`config.mk`:
```
export PLATFORM = sky130hd
export DESIGN_NAME = uart_tx_word_fifo
export DESIGN_NICKNAME = d
export VERILOG_FILES = /design/src/rtl/uart_tx_word_fifo.sv
export SDC_FILE = /design/constraint.sdc
export NUM_CORES = 1
export LEC_CHECK = 0
export BUFFER_PORTS_ARGS = -buffer_cell sky130_fd_sc_hd__buf_2
export CORE_UTILIZATION = 60
export DETAILED_ROUTE_END_ITERATION = 12
export PLACE_DENSITY = 0.8
export RECOVER_POWER = 100
export SKIP_CTS_REPAIR_TIMING = 1
export SYNTH_ARGS = -nofsm -noshare
export SYNTH_HDL_FRONTEND = slang
export SYNTH_SLANG_ARGS = --single-unit
```
`constraint.sdc`:
```
create_clock -name clk -period 4.1 [get_ports clk]
set_clock_uncertainty 0.2 [all_clocks]
set_input_delay 0.615 -clock clk [delete_from_list [all_inputs] [get_ports clk]]
set_output_delay 0.615 -clock clk [all_outputs]
set_load 0.005 [all_outputs]
```
`src/rtl/uart_tx_word_fifo.sv`:
```
`timescale 1ns/1ps
`default_nettype none
// ============================================================================
// Module   : uart_tx_word_fifo
// Purpose  : Word FIFO feeding a UART byte transmitter; unpacks each word
//            into bytes and drives the start/clear/busy handshake.
// Revision : 1.0 - initial release
// ============================================================================
module uart_tx_word_fifo #(
    parameter int DATA_W    = 32,
    parameter int DEPTH     = 4,
    parameter bit MSB_FIRST = 1'b1,
    localparam int NBW      = $clog2(DATA_W / 8) + 1,
    localparam int LW       = $clog2(DEPTH) + 1
) (
    input  logic              clk,
    input  logic              rst_n,
    input  logic              i_wr_valid,
    input  logic [DATA_W-1:0] i_wr_data,
    input  logic [NBW-1:0]    i_wr_nbytes,
    output logic              o_wr_ready,
    input  logic              i_flush,
    input  logic              i_ovf_clear,
    output logic              o_overflow,
    output logic [LW-1:0]     o_level,
    output logic [7:0]        o_tx_data,
    output logic              o_tx_start,
    input  logic              i_tx_start_clear,
    input  logic              i_busy,
    output logic              o_busy
);

    localparam int c_NB = DATA_W / 8;
    localparam int c_AW = $clog2(DEPTH);

    typedef enum logic [1:0] {
        IDLE     = 2'd0,
        WAIT_TX  = 2'd1,
        WAIT_CLR = 2'd2
    } state_t;

    state_t            r_state;
    state_t            w_state_nxt;
    logic [DATA_W-1:0] r_mem_data [DEPTH];
    logic [NBW-1:0]    r_mem_nb   [DEPTH];
    logic [c_AW-1:0]   r_wr_ptr;
    logic [c_AW-1:0]   r_rd_ptr;
    logic [LW-1:0]     r_count;
    logic [DATA_W-1:0] r_word;
    logic [NBW-1:0]    r_rem;
    logic              w_push;
    logic              w_pop;
    logic              w_send;
    logic              w_ack;
    logic [NBW-1:0]    w_nb_clamped;
    logic [7:0]        w_byte;

    assign o_wr_ready   = (r_count < LW'(DEPTH));
    assign o_level      = r_count;
    assign o_busy       = (r_state != IDLE) || (r_count != '0);
    assign w_push       = i_wr_valid && o_wr_ready && !i_flush && (i_wr_nbytes != '0);
    assign w_nb_clamped = (i_wr_nbytes > NBW'(c_NB)) ? NBW'(c_NB) : i_wr_nbytes;

    // MSB-first indexes the held word by remaining count; LSB-first shifts it down.
    always_comb begin
        w_byte = r_word[7:0];
        if (MSB_FIRST) begin
            for (int b = 0; b < c_NB; b++) begin
                if (r_rem == NBW'(b + 1)) begin
                    w_byte = r_word[8*b +: 8];
                end
            end
        end
    end

    always_ff @(posedge clk) begin
        if (!rst_n) begin
            r_state <= IDLE;
        end else begin
            r_state <= w_state_nxt;
        end
    end

    always_comb begin
        w_state_nxt = r_state;
        w_pop       = 1'b0;
        w_send      = 1'b0;
        w_ack       = 1'b0;
        case (r_state)
            IDLE: begin
                if (r_count != '0) begin
                    w_pop       = 1'b1;
                    w_state_nxt = WAIT_TX;
                end
            end
            WAIT_TX: begin
                if (!i_busy) begin
                    w_send      = 1'b1;
                    w_state_nxt = WAIT_CLR;
                end
            end
            WAIT_CLR: begin
                if (i_tx_start_clear) begin
                    w_ack       = 1'b1;
                    w_state_nxt = (r_rem != '0) ? WAIT_TX : IDLE;
                end
            end
            default: w_state_nxt = IDLE;
        endcase
        if (i_flush) begin
            w_state_nxt = IDLE;
            w_pop       = 1'b0;
            w_send      = 1'b0;
            w_ack       = 1'b0;
        end
    end

    always_ff @(posedge clk) begin
        if (w_push) begin
            r_mem_data[r_wr_ptr] <= i_wr_data;
            r_mem_nb[r_wr_ptr]   <= w_nb_clamped;
        end
    end

    always_ff @(posedge clk) begin
        if (!rst_n) begin
            r_wr_ptr   <= '0;
            r_rd_ptr   <= '0;
            r_count    <= '0;
            r_word     <= '0;
            r_rem      <= '0;
            o_tx_data  <= '0;
            o_tx_start <= 1'b0;
            o_overflow <= 1'b0;
        end else begin
            // A push swallowed by flush is not an overflow.
            if (i_wr_valid && !o_wr_ready && !i_flush) begin
                o_overflow <= 1'b1;
            end else if (i_ovf_clear) begin
                o_overflow <= 1'b0;
            end

            if (i_flush) begin
                r_wr_ptr   <= '0;
                r_rd_ptr   <= '0;
                r_count    <= '0;
                o_tx_start <= 1'b0;
                o_tx_data  <= '0;
            end else begin
                if (w_push) begin
                    r_wr_ptr <= r_wr_ptr + 1'b1;
                end
                if (w_pop) begin
                    r_rd_ptr <= r_rd_ptr + 1'b1;
                    r_word   <= r_mem_data[r_rd_ptr];
                    r_rem    <= r_mem_nb[r_rd_ptr];
                end
                case ({w_push, w_pop})
                    2'b10:   r_count <= r_count + 1'b1;
                    2'b01:   r_count <= r_count - 1'b1;
                    default: r_count <= r_count;
                endcase
                if (w_send) begin
                    o_tx_data  <= w_byte;
                    o_tx_start <= 1'b1;
                    r_rem      <= r_rem - 1'b1;
                    if (!MSB_FIRST) begin
                        r_word <= r_word >> 8;
                    end
                end
                if (w_ack) begin
                    o_tx_start <= 1'b0;
                    o_tx_data  <= '0;
                end
            end
        end
    end

endmodule
`default_nettype wire

```
==> Word-level counts from Yosys, hierarchy flattened <==
Memories as Yosys holds them, arrays and structs flattened. A register that Yosys moved wholly into a read port is not among the register bits.
Cells that the tools add are included.
{ "totals": {"word_cells": 78, "register_bits": 22, "ram_bits": 140, "n_memories": 2} }
{ "memory_table": {"columns": ["name", "depth", "word_bits", "rd", "rd_ports_with_merged_regs", "write_ports", "line", "rtl"], "rows": [
  ["r_mem_data", 4, 32, 1, 1, 1, "44", "logic [DATA_W-1:0] r_mem_data [DEPTH];"],
  ["r_mem_nb", 4, 3, 1, 1, 1, "45", "logic [NBW-1:0] r_mem_nb [DEPTH];"]
]} }
{ "classes": {"order_cmp": 2, "reduce_logical": 22, "eq_ne": 10, "bitwise_logic": 2, "addsub": 5, "n_mux": 27} }
{ "op_table": {"columns": ["cell", "n"], "rows": [
  ["$mux W8", 3],
  ["$mux W1", 14],
  ["$mux W2", 5],
  ["$mux W3", 3],
  ["$reduce_bool A3 Y1", 3],
  ["$reduce_bool A2 Y1", 4],
  ["$eq A3 B2 Y1 const B", 2],
  ["$ne A2 B2 Y1 const B", 3],
  ["$pmux W2 S3", 1],
  ["$pmux W3 S2", 1],
  ["$sub A3 B1 Y3 const B", 2],
  ["$logic_and A1 B1 Y1", 5],
  ["$add A2 B1 Y2 const B", 2],
  ["$eq A2 B1 Y1 const B", 2],
  ["$eq A2 B2 Y1 const B", 2],
  ["$reduce_and A2 Y1", 2],
  ["$add A3 B1 Y3 const B", 1],
  ["$eq A3 B3 Y1 const B", 1],
  ["$gt A3 B3 Y1 const B", 1],
  ["$logic_not A1 Y1", 3],
  ["$lt A3 B3 Y1 const B", 1],
  ["$reduce_and A3 Y1", 1],
  ["$reduce_or A3 Y1", 1],
  ["$logic_not A2 Y1", 1],
  ["3 further kinds", 4]
]} }

==> Longest topological paths before layout <==
Gate-level depths: netlist of run 1.
{ "logic_depth": {"depth_word": 6, "mapped_depth": 11, "ltp_nobuf": 9} }

==> Least setup slack after synthesis of run 1 <==
Ideal clock, no wire load.
{ "synth_path": {"path_type": "input-to-reg", "start": "input i_flush", "end": "register r_count[2] (netlist: o_level[2])", "arrival_time_ns": 2.388, "stages": 10, "setup_slack_ns": 1.442, "n_path_buf": 1, "setup_ns": 0.071, "path_cell_list": "nor3_2 nand2_4 inv_2 buf_6 ha_1 inv_1 fa_1 xor2_1 or3_1 a21oi_1"} }
{ "synth_via": {"word_cells_on_any_way": 9, "classes_between": "2 x eq/ne; 2 x mux; 5 x reduce/logical"} }
{ "synth_lines": {"columns": ["item", "line", "rtl"], "rows": [
  ["start, declared", "22", "input logic i_flush,"],
  ["$mux W1 (*)", "110", "if (i_flush) begin"],
  ["named net w_pop", "52", "logic w_pop;"],
  ["$eq A2 B1 Y1 / $eq A2 B2 Y1 (equally long branches)", "158", "case ({w_push, w_pop})"],
  ["$pmux W3 S2 / $reduce_bool A2 Y1 (equally long branches)", null, null],
  ["end signal, assigned", "159", "2'b10: r_count <= r_count + 1'b1;"],
  ["end signal, assigned", "160", "2'b01: r_count <= r_count - 1'b1;"],
  ["end signal, assigned", "161", "default: r_count <= r_count;"],
  ["end, declared", "48", "logic [LW-1:0] r_count;"]
]} }
The timed path passes the listed nets; every way through them passes the cells marked *.
A chain may end at the register's enable or synchronous reset.

==> Worst setup path in the final report of run 1 <==
{ "layout_path": {"start": "register r_state[1]", "end": "register r_word[3] (read register of r_mem_data)"} }
{ "layout_via": {"elab_chain_len": 4} }
{ "layout_lines": {"columns": ["item", "line", "rtl"], "rows": [
  ["start, declared", "42", "state_t r_state;"],
  ["start signal, assigned", "80", "r_state <= w_state_nxt;"],
  ["$logic_not A2 Y1", "89", "case (r_state)"],
  ["$mux W1", "89", null],
  ["$mux W1", "110", null],
  ["$reduce_and A2 Y1 (no source line)", null, null],
  ["end, declared", "49", "logic [DATA_W-1:0] r_word;"]
]} }
No other way between the ends.

==> flow_summary.yaml, run 1 <==
status:
  status: "complete, but fails checks"
  violations: "max-capacitance violations, max-slew violations"
floorplan:
  core.rowCount: 41
  initial_core_util: 0.617
  die_y_microns: 116
  pin_count: 57
  coreArea_sq_um: 12700
  die-width_microns: 116
  dieArea_sq_um: 13500
sta:
  slew_violations: 12
  setup_ws_ns: 1.01
  grt_setup_unrepaired: "false"
  relSlewSlack: -0.103
  worst_pin_slew_ns: 1.63
  finalSetupViolations: 0
  hold_violations: 0
  period_share: 0.754
  tns_ns: 0
  finalCriticalPeriod_ns: 3.09
  max_freq_ghz: 0.324
critical_path:
  cp-start-kind: "flop"
  critPathArrivalTime_ns: 3.24
  rr_startpoint: "r_state[1]"
  reg2reg_depth: 6
  crit_fanout: 35
  r2r_end: "r_word[3]"
  required_ns: 4.25
  worstSetupPathType: "reg -> reg"
  regToRegSetupSlack_ns: 1.01
  crit_path_end_kind: "flop"
logic_synthesis:
  synth_edf_count: 140
  syn_nets: 563
  synthesis.area_sq_um: 7820
  synth_fa_ha_area_frac: 0.0170
  ys_types: 41
  synth_top_area_share: 0.538
  synth.area.top_cells: "edfxtp_1 (54%), dfxtp_1 (14%), mux4_2 (10%), nand2_1 (3.1%), a21boi_1 (2.9%)"
  synth_compound_area_frac: 0.0673
  synth_top_family_by_area: "multiplexers"
  yosys.area_share.xor_xnor: 0.00560
  yosysSeqAreaShare: 0.681
  synthMuxAreaShare: 0.103
  async_flop_share: 0
  synthFlopType: "edfxtp_1"
  synth-seq-cells: 196
  synth-simple-area-share: 0.0973
  yosysWarnings: 0
  synth.largest_area_cell: "edfxtp_1"
  synth_cells: 511
  syn_avg_cell_area_sq_um: 15.3
  synth_common_cells: "edfxtp_1 (140), nand2_1 (65), dfxtp_1 (56), mux4_2 (35), a21boi_1 (30)"
  yosysMostFrequentCell: "edfxtp_1"
power:
  pwr_density_cell_nw_per_um2: 456
  ir_drop_mv: 0.301
  p_total_mw: 3.96
  leakage_nw: 2.78
clock_network:
  cts_sinks: 196
  clockBufferDepth: 2
  cts_tree: "yes"
  cts_max_level: 4
  clk_latency_ns: 0.43
  cts_buffers: 17
  clk_pin_slew_worst_paths_ns: 0.07
  root_buffer: "clkbuf_16"
placement:
  pre_cts_ws_ns: 1.18
  dp_hpwl_microns: 8670
  io_buffers: 56
  dpl-instance-area_sq_um: 8200
  place_congestion: 0.845
worst_hold_path:
  min_path_type: "in -> reg"
  min_from: "i_wr_data[18]"
  min_to: "r_mem_data[2][18]"
  hold_depth: 1
drt:
  dr.pass1.iters: 5
  post_drt_wl_per_cell_microns: 18.3
  drc: 0
  wirelength_microns: 13700
  dr.first_iter.drc_count: 234
  vias: 4255
  via_per_inst: 5.68
  drtAntennaViolNets: 0
global_route:
  grt_pass1_wl_microns: 22200
  grt_max_degree: 38
  grt_overflow: 0
  grtUsageTotal: 0.229
  grt_pass1_vias: 4325
  antenna_found_initial: 0
cells_and_area:
  final_layout_size_suffix_gt1_frac: 0.159
  fill_cells: 891
  final_util: 0.687
  fin_area_sq_um: 8700
  nets: 616
  area_growth_syn_to_layout_pct: 11.3
  antenna_cells: 0
flow_run:
  maxCapViolations: 1
==> per-layer routing <==
metal / track usage / up-vias / part of all wire / wire length, microns
met5: 0 / - / 0 / 0
met4: 0.121 / 0 / 0.030 / 417
met3: 0.0467 / 30 / 0.049 / 675
met2: 0.373 / 125 / 0.49 / 6700
met1: 0.293 / 2094 / 0.43 / 5890
li1: - / 2006 / - / -
==> flip-flops by register name, indices dropped and copies added (netlist names), named ones only <==
register and flops:
r_wr_ptr 2, o_tx_data 8, r_word 32, o_level 3, r_state 2, o_overflow 1, r_mem_nb 12, r_rem 3
o_tx_start 1, r_mem_data 128, r_rd_ptr 2
==> cells by family (layout without fill, tap and decap cells) <==
kind of cell             Yosys count  count (layout)
AO/OA/AOI/OAI                     69              69
XOR/XNOR                           5               5
adder cells (fa/ha/maj)           10              10
buffers and inverters             41             107
flip-flops                       196             196
multiplexers                      37              37
AND/OR/NAND/NOR                  153             153
==> cells in the final DEF, fill, tap and decap left out, drive strengths merged, types with 2 or more instances in the layout <==
master / netlist / routed
nor2b: 11 / 11
mux4: 35 / 35
buf: 13 / 14
ha: 9 / 9
nor3b: 8 / 8
nor4b: 2 / 2
o21ai: 10 / 10
bufinv: 0 / 2
nand2: 66 / 66
edfxtp: 140 / 140
nor3: 18 / 18
nand2b: 11 / 11
nand3b: 2 / 2
and2: 5 / 5
inv: 11 / 12
a221oi: 8 / 8
a21oi: 14 / 14
nand3: 2 / 2
xor2: 3 / 3
clkinv: 0 / 4
nor2: 23 / 23
xnor2: 2 / 2
mux2i: 2 / 2
dfxtp: 56 / 56
or3: 4 / 4
clkbuf: 17 / 74
a21boi: 34 / 34
==> worst max path at each step <==
stage | start | endpoint | slack [ns]
3_3_place_gp | i_wr_nbytes[2] | o_level[2] | 1.25
6_report | r_state[1] | r_word[3] | 1.01
4_1_cts | o_level[2] | o_level[2] | 1.46
5_1_grt | r_state[1] | r_word[2] | 0.69
2_1_floorplan | i_flush | o_level[2] | 1.44
3_5_place_dp | i_flush | o_level[2] | 1.18
==> power by group <==
group	switching (mW)	leakage, nW	total [mW]	internal, mW
combinational	0.0855	0.765	0.144	0.0583
sequential	0.0147	1.72	2.17	2.15
clock	0.671	0.292	1.66	0.985
total	0.771	2.78	3.96	3.19
==> critical path, cell delays in order, from the launching register on <==
cell      delay [ns]
dfxtp_1         0.37
nor3_1          0.47
nand2_4         0.33
inv_2           0.13
clkbuf_1        1.06
nand2_1         0.16
a21boi_0        0.26
==> layout make-up <==
type	instances	area, sq um	share of cell area
Sequential cell	196	5330	0.612
Inverter	11	41.3	0.00474
Multi-Input combinational cell	274	2250	0.259
Clock buffer	24	504	0.0579
Tap cell	172	215	0.0247
Clock inverter	8	96.3	0.0111
Timing Repair Buffer	64	269	0.0309
==> stage by stage <==
| stage | instances | hold slack [ns] |
|---|---|---|
| 2_1_floorplan | 511 | 0.235 |
| 3_3_place_gp | 717 | 0.243 |
| 3_5_place_dp | 717 | 0.252 |
| 4_1_cts | 749 | 0.182 |
| 5_1_grt | 749 | 0.246 |
| 6_report | 749 | 0.242 |
(Power assumes the default switching activity.)
==> run 2: changes to the inputs <==
Settings changed: CORE_UTILIZATION 60 to 54, PLACE_DENSITY 0.8 to 0.77.
Clock period 4.1 ns to 2.7 ns, I/O delays scaled along.
==> run 2 against run 1 <==
Against the previous run: the flow now finishes without violations; worst setup slack lost 0.77 ns; routed wire length grew 5.5%; hold slack lost 0.18 ns; total power grew 47%; flip-flop and latch count is the same; sequential power grew 52%; die area grew 11%; combinational power grew 75%; largest power group unchanged.
==> flow_summary.yaml, run 2 (synthesis gave the netlist of run 1 again) <==
status:
  status: "finished, final reports clean"
power:
  clkPwrFrac: 0.392
  p_total_mw: 5.82
  pwr_density_cell_nw_per_um2: 648
  power.internal_mw: 4.66
  swShare: 0.200
  ir_drop_mv: 0.407
  leakage_nw: 2.89
  power_switching_mw: 1.17
  pwr-share-seq: 0.565
  pwr-share-comb: 0.043
global_route:
  grt_max_degree: 37
  grt_overflow: 0
  antenna_found_initial: 0
  grt_pass1_wl_microns: 22800
  grtUsageTotal: 0.210
  grt_pass1_vias: 4421
sta:
  relSlewSlack: 0.293
  finalSetupViolations: 0
  worst_pin_slew_ns: 1.06
  period_share: 0.911
  grt_setup_unrepaired: "false"
  hold_violations: 0
  slew_violations: 0
  max_freq_ghz: 0.407
  finalCriticalPeriod_ns: 2.46
  tns_ns: 0
critical_path:
  worstSetupPathType: "reg -> reg"
  slowest_delay_ns: 0.80
  required_ns: 2.54
  cp-start-kind: "flop"
  crit_fanout: 35
  slowest_stage: "clkbuf_2"
  critPathArrivalTime_ns: 2.30
  path_cells: "nor4b_4, and2_0, clkbuf_2"
  crit_path_end_kind: "flop"
drt:
  dr.pass1.iters: 4
  drc: 0
  drtAntennaViolNets: 0
  wirelength_microns: 14400
  post_drt_wl_per_cell_microns: 18.2
  via_per_inst: 5.48
  vias: 4334
  dr.first_iter.drc_count: 223
clock_network:
  root_buffer: "clkbuf_16"
  cts_buffers: 17
  cts_tree: "yes"
  clk_pin_slew_worst_paths_ns: 0.06
  clockBufferDepth: 2
  cts_max_level: 4
  cts_sinks: 196
  clk_latency_ns: 0.42
cells_and_area:
  nets: 650
  antenna_cells: 0
  largest_reg_flops: 128
  top_register: "r_mem_data"
  stdcell_count: 791
  final_cell_mix: "edfxtp_1 (140), nand2_1 (65), dfxtp_1 (55)"
  reg.largest.list: "r_mem_data: 128 flops, r_word: 32 flops, r_mem_nb: 12 flops"
  final_common_cell: "edfxtp_1"
  area_growth_syn_to_layout_pct: 14.9
  final_util: 0.643
  final_layout_size_suffix_gt1_frac: 0.155
floorplan:
  initial_core_util: 0.559
  die-width_microns: 122
  pin_count: 57
  core.rowCount: 43
  coreArea_sq_um: 14000
  dieArea_sq_um: 15000
  die_y_microns: 122
placement:
  dp.cells: 732
  dp_hpwl_microns: 9040
  io_buffers: 56
  place_congestion: 0.868
worst_hold_path:
  min_path_type: "in -> reg"
flow_run:
  maxCapViolations: 0
==> run 2: final timing paths <==
| path | depth (start not counted) | startpoint | end | slack [ns] |
|---|---|---|---|---|
| setup reg to reg | 3 | o_level[2] | r_mem_data[2][28] | 0.24 |
| hold / removal | 3 | i_ovf_clear | o_overflow | 0.06 |
| setup / recovery | 3 | o_level[2] | r_mem_data[2][28] | 0.24 |
| hold reg to reg | 2 | r_word[11] | r_word[11] | 0.25 |
==> run 2: final cells by class <==
type	count	area [sq um]
inverter	11	41.3
timing repair buffer	98	621
sequential	196	5330
multi-input combinational	274	2230
clock inverter	9	51.3
fill	1049	5000
tap	180	225
clock buffer	23	489
==> run 2: per-stage QoR <==
stage	instance area [sq um]	setup slack, ns	hold WS, ns
2_1_floorplan	7820	0.207	0.235
3_3_place_gp	8350	0.153	0.244
3_5_place_dp	8350	0.0900	0.247
4_1_cts	8890	0.294	-0.0283
5_1_grt	8990	0.109	0.0735
6_report	8990	0.241	0.0628
==> run 2: critical path: cells and delay by family, from the launching register on <==
kind                   cells  cell delay [ns]
buffers and inverters      1             0.80
flip-flops                 1             0.38
AND/OR/NAND/NOR            2             0.67
==> run 2: power by group through the flow <==
stage | Clock, mW | Sequential (mW) | Combinational, mW
2_1_floorplan | 0 | 3.35 | 0.151
6_report | 2.28 | 3.29 | 0.252
4_1_cts | 2.33 | 3.29 | 0.245
3_5_place_dp | 0 | 3.35 | 0.243
3_3_place_gp | 0 | 3.35 | 0.233
5_1_grt | 2.45 | 3.29 | 0.279
==> run 2: layer usage <==
layer	wire, microns	track usage	vias to the layer above
met5	0	0	-
met4	140	0.0724	0
met3	661	0.0488	7
met2	7540	0.353	103
met1	6080	0.269	2151
li1	-	-	2073
==> run 3: changes to the inputs <==
Settings changed: CORE_UTILIZATION 54 to 60, PLACE_DENSITY 0.77 to 0.8.
Clock period 2.7 ns to 3.1 ns, I/O delays scaled along.
==> run 3 against run 2 <==
Against the previous run: cell area shrank 3.7%; via count shrank 1.6%; total power shrank 13%; flip-flop and latch count is the same; cell count shrank 4.8%; critical path depth is the same; worst setup slack gained 0.37 ns; combinational power shrank 24%; non-clock buffer count shrank 30; routed wire length shrank 2.1%; critical path type unchanged; largest power group unchanged.
==> flow_summary.yaml, run 3 (synthesis gave the netlist of run 1 again) <==
status:
  status: "finished, final reports clean"
power:
  power_switching_mw: 1.05
  clkPwrFrac: 0.397
  pwr-share-seq: 0.565
  pwr-share-comb: 0.038
  ir_drop_mv: 0.370
  swShare: 0.207
  power.internal_mw: 4.02
  p_total_mw: 5.07
  pwr_density_cell_nw_per_um2: 586
  leakage_nw: 2.73
drt:
  dr.pass1.iters: 4
  via_per_inst: 5.66
  post_drt_wl_per_cell_microns: 18.7
  vias: 4265
  wirelength_microns: 14100
  drtAntennaViolNets: 0
  drc: 0
  dr.first_iter.drc_count: 244
cells_and_area:
  top_register: "r_mem_data"
  largest_reg_flops: 128
  area_growth_syn_to_layout_pct: 10.7
  seq_area_sq_um: 5330
  final_cell_mix: "edfxtp_1 (140), nand2_1 (65), dfxtp_1 (55)"
  nets: 620
  fill_cells: 870
  final_common_cell: "edfxtp_1"
  multi_input_area_sq_um: 2230
  reg.largest.list: "r_mem_data: 128 flops, r_word: 32 flops, r_mem_nb: 12 flops"
  fin_area_sq_um: 8660
  final_layout_size_suffix_gt1_frac: 0.153
  antenna_cells: 0
global_route:
  grt_pass1_vias: 4378
  antenna_found_initial: 0
  grt_max_degree: 37
  grtUsageTotal: 0.231
  grt_overflow: 0
  grt_pass1_wl_microns: 22300
sta:
  finalCriticalPeriod_ns: 2.49
  slew_violations: 0
  tns_ns: 0
  grt_setup_unrepaired: "false"
  worst_pin_slew_ns: 1.09
  period_share: 0.804
  max_freq_ghz: 0.401
  relSlewSlack: 0.276
  hold_violations: 0
  holdWs_ns: 0.0836
  finalSetupViolations: 0
clock_network:
  cts_buffers: 17
  clk_latency_ns: 0.43
  cts_max_level: 4
  root_buffer: "clkbuf_16"
  cts_tree: "yes"
  clk_pin_slew_worst_paths_ns: 0.07
  cts_sinks: 196
  clockBufferDepth: 2
placement:
  dp_hpwl_microns: 8870
  place_congestion: 0.843
  dpl-instance-area_sq_um: 8240
  io_buffers: 56
floorplan:
  pin_count: 57
  initial_core_util: 0.617
  core.rowCount: 41
  die-width_microns: 116
  die_y_microns: 116
  dieArea_sq_um: 13500
  coreArea_sq_um: 12700
worst_hold_path:
  min_path_type: "in -> reg"
  min_from: "i_wr_data[16]"
critical_path:
  cp_num_buf_inv: 1
  rr_startpoint: "o_level[2]"
  path_cells: "nor4b_4, and2_0, clkbuf_1"
  crit_family: "buffers and inverters"
  worstSetupPathType: "reg -> reg"
  slowest_delay_ns: 0.80
  critPathArrivalTime_ns: 2.34
  crit_path_end_kind: "flop"
  cp-start-kind: "flop"
  required_ns: 2.95
  slowest_stage: "clkbuf_1"
  crit_fanout: 15
  crit_start: "o_level[2]"
flow_run:
  maxCapViolations: 0
## run 3: changes by cell type in the layout (fill, tap and decap cells not counted), moves of 2 or more
cell / previous run / this run
buf_12: 3 / 1
inv_6: 0 / 2
clkinv_1: 2 / 4
dlygate4sd3_1: 27 / 0
clkinvlp_4: 1 / 6
buf_2: 14 / 9
inv_4: 2 / 0
clkinv_2: 3 / 1
clkbuf_8: 2 / 0
## run 3: final cells by class
class,instances,area share
clock buffers,18,0.0496
clock inverters,14,0.0130
inverters,11,0.00477
multi-input cells,274,0.257
flip-flops and latches,196,0.615
well taps,172,0.0249
repair buffers,68,0.0353
## run 3: path summary, 6_finish.rpt
path	end	depth (start not counted)	slack [ns]
max	r_mem_data[0][14]	3	0.61
min	r_mem_data[3][16]	1	0.08
max reg2reg	r_mem_data[0][14]	3	0.61
min reg2reg	r_word[24]	2	0.27
## run 3: power groups by stage
stage | sequential (mW) | combinational (mW) | clock [mW]
3_3_place_gp | 2.92 | 0.196 | 0
6_report | 2.87 | 0.191 | 2.01
2_1_floorplan | 2.91 | 0.131 | 0
5_1_grt | 2.87 | 0.212 | 2.14
3_5_place_dp | 2.92 | 0.205 | 0
4_1_cts | 2.87 | 0.207 | 2.04
## run 3: layer usage
metal,routed length [microns],vias to the layer above,part of all wire,global-route usage
met5,0,-,0,0
met4,402,0,0.028,0.115
met3,591,27,0.042,0.0540
met2,6980,115,0.49,0.383
met1,6140,2112,0.43,0.288
li1,-,2011,-,-
## run 3: through the flow
stage,utilization,setup slack (ns),instances
5_1_grt,0.683,0.422,753
3_5_place_dp,0.651,0.378,721
2_1_floorplan,-,0.592,511
3_3_place_gp,0.651,0.416,721
4_1_cts,0.693,0.643,753
6_report,0.683,0.609,753
